File: config.mk
export PLATFORM = sky130hd
export DESIGN_NAME = viterbi_traceback
export DESIGN_NICKNAME = d
export VERILOG_FILES = /design/src/rtl/viterbi_traceback.sv
export SDC_FILE = /design/constraint.sdc
export NUM_CORES = 1
export LEC_CHECK = 0
export BUFFER_PORTS_ARGS = -buffer_cell sky130_fd_sc_hd__clkbuf_2
export CAP_MARGIN = 20
export CORE_ASPECT_RATIO = 0.5
export CORE_MARGIN = 5
export CORE_UTILIZATION = 45
export CTS_BUF_LIST = sky130_fd_sc_hd__clkbuf_16
export DETAILED_ROUTE_END_ITERATION = 10
export PLACE_DENSITY = 0.66
export SLEW_MARGIN = 20
export SYNTH_ARGS = -nofsm -noshare
export SYNTH_HDL_FRONTEND = slang
export SYNTH_SLANG_ARGS = --single-unit
File: constraint.sdc
create_clock -name clk -period 7.6 [get_ports clk]
set_clock_uncertainty 0.1 [all_clocks]
set_input_delay 1.52 -clock clk [delete_from_list [all_inputs] [get_ports clk]]
set_output_delay 1.52 -clock clk [all_outputs]
set_load 0.005 [all_outputs]
File: src/rtl/viterbi_traceback.sv
// viterbi_traceback: survivor memory + traceback for a 4-state (K=3) Viterbi decoder
// Ports:
//   clk, rst (sync, active-low)
//   in_valid/in_ready/surv[7:0]/in_last/best_node[1:0] : survivor vectors from ACS, one per stage
//   out_valid/out_ready/out_data/out_last             : decoded bits, stage 0 first
//   busy (TRACE or EMIT), done (pulse after last bit accepted)
module viterbi_traceback #(
  parameter int DEPTH = 16,
  parameter int AW = 4
) (
  input  logic       clk,
  input  logic       rst,
  input  logic       in_valid,
  output logic       in_ready,
  input  logic [7:0] surv,
  input  logic       in_last,
  input  logic [1:0] best_node,
  output logic       out_valid,
  input  logic       out_ready,
  output logic       out_data,
  output logic       out_last,
  output logic       busy,
  output logic       done
);
  typedef enum logic [1:0] {FILL, TRACE, EMIT} state_t;
  state_t state, state_nx;
  logic [AW-1:0] wr_ptr, rd_ptr, emit_ptr, last_ptr;
  logic [1:0] node, f, nxt;
  logic [7:0] mem [DEPTH];
  logic [7:0] row;
  logic [DEPTH-1:0] bitbuf;
  logic d, accept, end_beat, hs;
  assign accept = state == FILL && in_valid;
  // forced last at DEPTH-1 keeps wr_ptr from wrapping into a live block
  assign end_beat = in_last || wr_ptr == AW'(DEPTH - 1);
  assign hs = state == EMIT && out_ready;
  assign in_ready = state == FILL;
  assign out_valid = state == EMIT;
  assign busy = state != FILL;
  assign out_data = out_valid && bitbuf[emit_ptr];
  assign out_last = out_valid && emit_ptr == last_ptr;
  assign row = mem[rd_ptr];
  assign f = row[{node, 1'b0} +: 2];
  always_comb begin
    {d, nxt} = 3'b000;
    case (node)
      2'b00:   {d, nxt} = f == 2'b10 ? 3'b000 : f == 2'b01 ? 3'b001 : 3'b111;
      2'b01:   {d, nxt} = f == 2'b10 ? 3'b010 : f == 2'b01 ? 3'b011 : 3'b000;
      2'b10:   {d, nxt} = f == 2'b10 ? 3'b100 : 3'b101;
      default: {d, nxt} = f == 2'b10 ? 3'b110 : f == 2'b01 ? 3'b111 : 3'b000;
    endcase
  end
  always_comb begin
    state_nx = state;
    case (state)
      FILL:    state_nx = accept && end_beat ? TRACE : FILL;
      TRACE:   state_nx = rd_ptr == '0 ? EMIT : TRACE;
      EMIT:    state_nx = hs && out_last ? FILL : EMIT;
      default: state_nx = FILL;
    endcase
  end
  always_ff @(posedge clk) begin
    if (!rst) begin
      state <= FILL;
      wr_ptr <= '0;
      rd_ptr <= '0;
      emit_ptr <= '0;
      last_ptr <= '0;
      node <= 2'b00;
      done <= 1'b0;
    end else begin
      state <= state_nx;
      done <= hs && out_last;
      case (state)
        FILL: if (accept) begin
          wr_ptr <= wr_ptr + AW'(1);
          if (end_beat) begin
            last_ptr <= wr_ptr;
            rd_ptr <= wr_ptr;
            node <= best_node;
          end
        end
        TRACE: begin
          node <= nxt;
          if (rd_ptr == '0) emit_ptr <= '0;
          else rd_ptr <= rd_ptr - AW'(1);
        end
        EMIT: if (hs) begin
          emit_ptr <= emit_ptr + AW'(1);
          if (out_last) wr_ptr <= '0;
        end
        default: ;
      endcase
    end
  end
  // storage is intentionally not cleared by reset
  always_ff @(posedge clk) begin
    if (rst && accept) mem[wr_ptr] <= surv;
    if (rst && state == TRACE) bitbuf[rd_ptr] <= d;
  end
endmodule

==> flow_summary.toml <==
[outcome]
status = "complete, no violations"

[critical_path]
critPathLaunchType = "flop"
crit_arrival_ns = 2.31
path_class = "reg -> out"
r2r_slack_ns = 3.94
reg2reg_depth = 12
worstPathRequired_ns = 5.98
crit_top_cell = "mux4_2"
endpoint_kind = "primary output"
crit_path_top_delay_cell = "dfxtp_1"
crit_fanout = 9
cp_cell_sequence = "mux4_2 > mux4_2 > and2_1 > clkbuf_2"
worstReg2RegEnd = "node[1]$_SDFFE_PN0P_"
max_stage_delay_ns = 0.59

[run]
cap_violations = 0

[pwr]
powerDensity_mw_per_mm2 = 269
peakVddDrop_uv = 180
leakage_nw = 2.60

[worst_hold_path]
hold_path_depth = 2
min_to = "last_ptr[3]$_SDFFE_PN0P_"
worstHoldPathType = "reg -> reg"
hp-start = "last_ptr[3]$_SDFFE_PN0P_"

[clock_network]
cts_buffers = 17
insertion_delay_ns = 0.43
clockRootBuffer = "clkbuf_16"
tritoncts = "done"
ctsHoldBuffers = 0
cts_resized = 0
clock_path_buffers = 2
cts_sinks = 169
h-tree-depth = 4
post_cts.repair.setup_buffers = 0
clk_pin_slew_ns = 0.07

[cells_and_area]
fill_cells = 1268
antenna_cells = 0
area_growth_pct = 12.5
nNetsFinal = 489
layout-drive-gt1-share = 0.200
instances_no_fill = 679

[logic_synthesis]
syn_inst = 446
synthMuxAreaShare = 0.126
ys_warn_count = 0
syn_avg_cell_area_sq_um = 15.8
yosysUniqueCellTypes = 44
synthAdderAreaFrac = 0.0213
synthSimpleGateAreaFrac = 0.0926
synth_top_family_by_area = "multiplexers"
syn-num-nets = 473
synth_xor_area_frac = 0.00992
syn_area_sq_mm = 0.00706
synth-compound-area-share = 0.0429
ys_seq_elements = 169
async_flop_share = 0
seq_area_frac_synth = 0.683
synth_edf_count = 144
synth_flop_cell = "edfxtp_1"

[sta]
fin_tns_setup_ns = 0
fin_crit_sh = 0.517
maxSlewHeadroom = 0.297
final-hold-violation-count = 0
grt_setup_unrepaired = "false"
report.final.slew_viol_count = 0
tightestPinTransition_ns = 1.05
setup_viol = 0
fmaxAchievable_ghz = 0.255
final.min_clock_period_ns = 3.93

[grt]
grt_use_met3 = 0.0456
met1_usage = 0.227
antenna_found_initial = 0
grt_max_degree = 33
grt_pass1_vias = 3768
grt_use_met2 = 0.246
grt-busiest-layer = "met2"
grt_pass1_wl_microns = 22100
gr-usage-all-layers = 0.161
grt_overflow = 0

[detailed_routing]
vias_per_cell = 5.61
postRouteWirelength_microns = 14300
firstDrtPassIters = 5
vias = 3807
drcViolationCount = 0
postRouteAntennaNets = 0
routedWlPerCell_microns = 21.0
drtIter0Drc = 386

[die]
core_region_area_sq_mm = 0.0154
die_area_sq_mm = 0.0185
initial_core_util = 0.458
std_cell_rows = 32
die_h_microns = 98.6
io_pins = 21
die_w_microns = 187

[place]
dp_hpwl_microns = 9030
dpl.cell_count = 647
io_buffers = 20
routabilityCongestion = 0.784
==> final cells by class <==
| cell class | count | area, sq um | area share |
|---|---|---|---|
| clock buffer | 17 | 425 | 0.0535 |
| multi-input combinational | 242 | 2090 | 0.263 |
| tap | 204 | 255 | 0.0321 |
| clock inverter | 15 | 194 | 0.0244 |
| timing repair buffer | 23 | 123 | 0.0154 |
| inverter | 9 | 33.8 | 0.00425 |
| sequential | 169 | 4830 | 0.607 |
==> layer usage <==
metal	routed length [microns]	vias up
li1	-	1755
met2	6480	109
met5	0	-
met3	854	12
met4	125	0
met1	6820	1931
==> cells in the final DEF (no fill, tap or decap), types with 5 or more instances in the layout <==
| cell | n |
|---|---|
| mux4_2 | 32 |
| a21oi_1 | 8 |
| edfxtp_1 | 144 |
| dfxtp_1 | 24 |
| nor2b_1 | 10 |
| inv_1 | 9 |
| a21boi_0 | 6 |
| and2_1 | 6 |
| inv_8 | 6 |
| xor2_1 | 8 |
| clkbuf_2 | 20 |
| nand2b_1 | 7 |
| a22oi_1 | 9 |
| nor2_1 | 45 |
| o21ai_0 | 7 |
| mux4_1 | 5 |
| clkbuf_16 | 17 |
| nor3_1 | 6 |
| nor4_1 | 5 |
| ha_1 | 12 |
| nand2_1 | 24 |
| nand3_1 | 15 |
==> synth_stat cells, types with 2 or more instances <==
master | n | share of area
o21ai_0 | 7 | 0.0050
nor3b_1 | 2 | 0.0021
a21boi_0 | 6 | 0.0064
nor2b_1 | 10 | 0.0089
buf_2 | 2 | 0.0014
nand2b_1 | 7 | 0.0062
a31oi_1 | 4 | 0.0035
xor2_1 | 8 | 0.0099
dfxtp_1 | 25 | 0.071
or4_1 | 2 | 0.0021
mux4_1 | 5 | 0.019
nor3_1 | 10 | 0.0071
nand4_1 | 2 | 0.0018
o21a_1 | 2 | 0.0021
and3_1 | 4 | 0.0035
edfxtp_1 | 144 | 0.61
nand2_1 | 24 | 0.013
clkbuf_1 | 19 | 0.010
nor2_1 | 45 | 0.024
mux2i_1 | 4 | 0.0057
buf_6 | 2 | 0.0032
a211oi_1 | 2 | 0.0021
a21oi_1 | 8 | 0.0057
a22oi_1 | 9 | 0.0096
and2_1 | 6 | 0.0053
ha_1 | 12 | 0.021
inv_1 | 9 | 0.0048
nor4_1 | 5 | 0.0044
mux4_2 | 32 | 0.10
nand3_1 | 15 | 0.011
==> flip-flops by register name, summed over array words and instances (netlist names), named ones only <==
name	flops
emit_ptr	4
last_ptr	4
state	2
mem	128
done	1
wr_ptr	4
bitbuf	16
rd_ptr	4
node	2
==> report_power, final <==
group | switching, mW | internal, mW
Combinational | 0.111 | 0.0814
Clock | 0.412 | 0.478
Sequential | 0.0179 | 1.04
Total | 0.541 | 1.59
==> logic make-up (layout without fill, tap and decap cells) <==
family | after synthesis | after routing
buffers and inverters | 35 | 64
multiplexers | 41 | 41
flip-flops | 169 | 169
AND/OR/NAND/NOR | 136 | 136
XOR/XNOR | 8 | 8
adder cells (fa/ha/maj) | 12 | 12
AO/OA/AOI/OAI | 45 | 45
==> worst max-delay path, delay by kind of cell (launching register included) <==
| family | cells | cell delay, ns |
|---|---|---|
| flops | 1 | 0.59 |
| simple gates | 1 | 0.17 |
| buf+inv | 1 | 0.10 |
| mux | 2 | 1.03 |
==> how the worst max path moves through the flow <==
stage | startpoint | end | slack [ns]
3_5_place_dp | flop | node[1]$_SDFFE_PN0P_ | 3.89
5_1_grt | emit_ptr[0]$_SDFFE_PN0P_ | out_data | 3.56
6_report | emit_ptr[0]$_SDFFE_PN0P_ | out_data | 3.67
3_3_place_gp | flop | node[1]$_SDFFE_PN0P_ | 3.99
2_1_floorplan | flop | bitbuf[0]$_DFFE_PP_ | 4.11
4_1_cts | emit_ptr[0]$_SDFFE_PN0P_ | out_data | 3.64
==> per-stage QoR <==
stage	instance area (sq um)	power, mW	setup WS (ns)	util	hold slack, ns
after global routing	7950	2.21	3.56	0.516	0.476
after detailed placement	7330	1.27	3.89	0.475	0.446
after global placement	7330	1.26	3.99	0.475	0.434
final	7950	2.14	3.67	0.516	0.453
after CTS	7950	2.15	3.64	0.516	0.457
after floorplan	7060	1.21	4.11	-	0.403
Note: power is estimated with default switching activity, not from simulation.
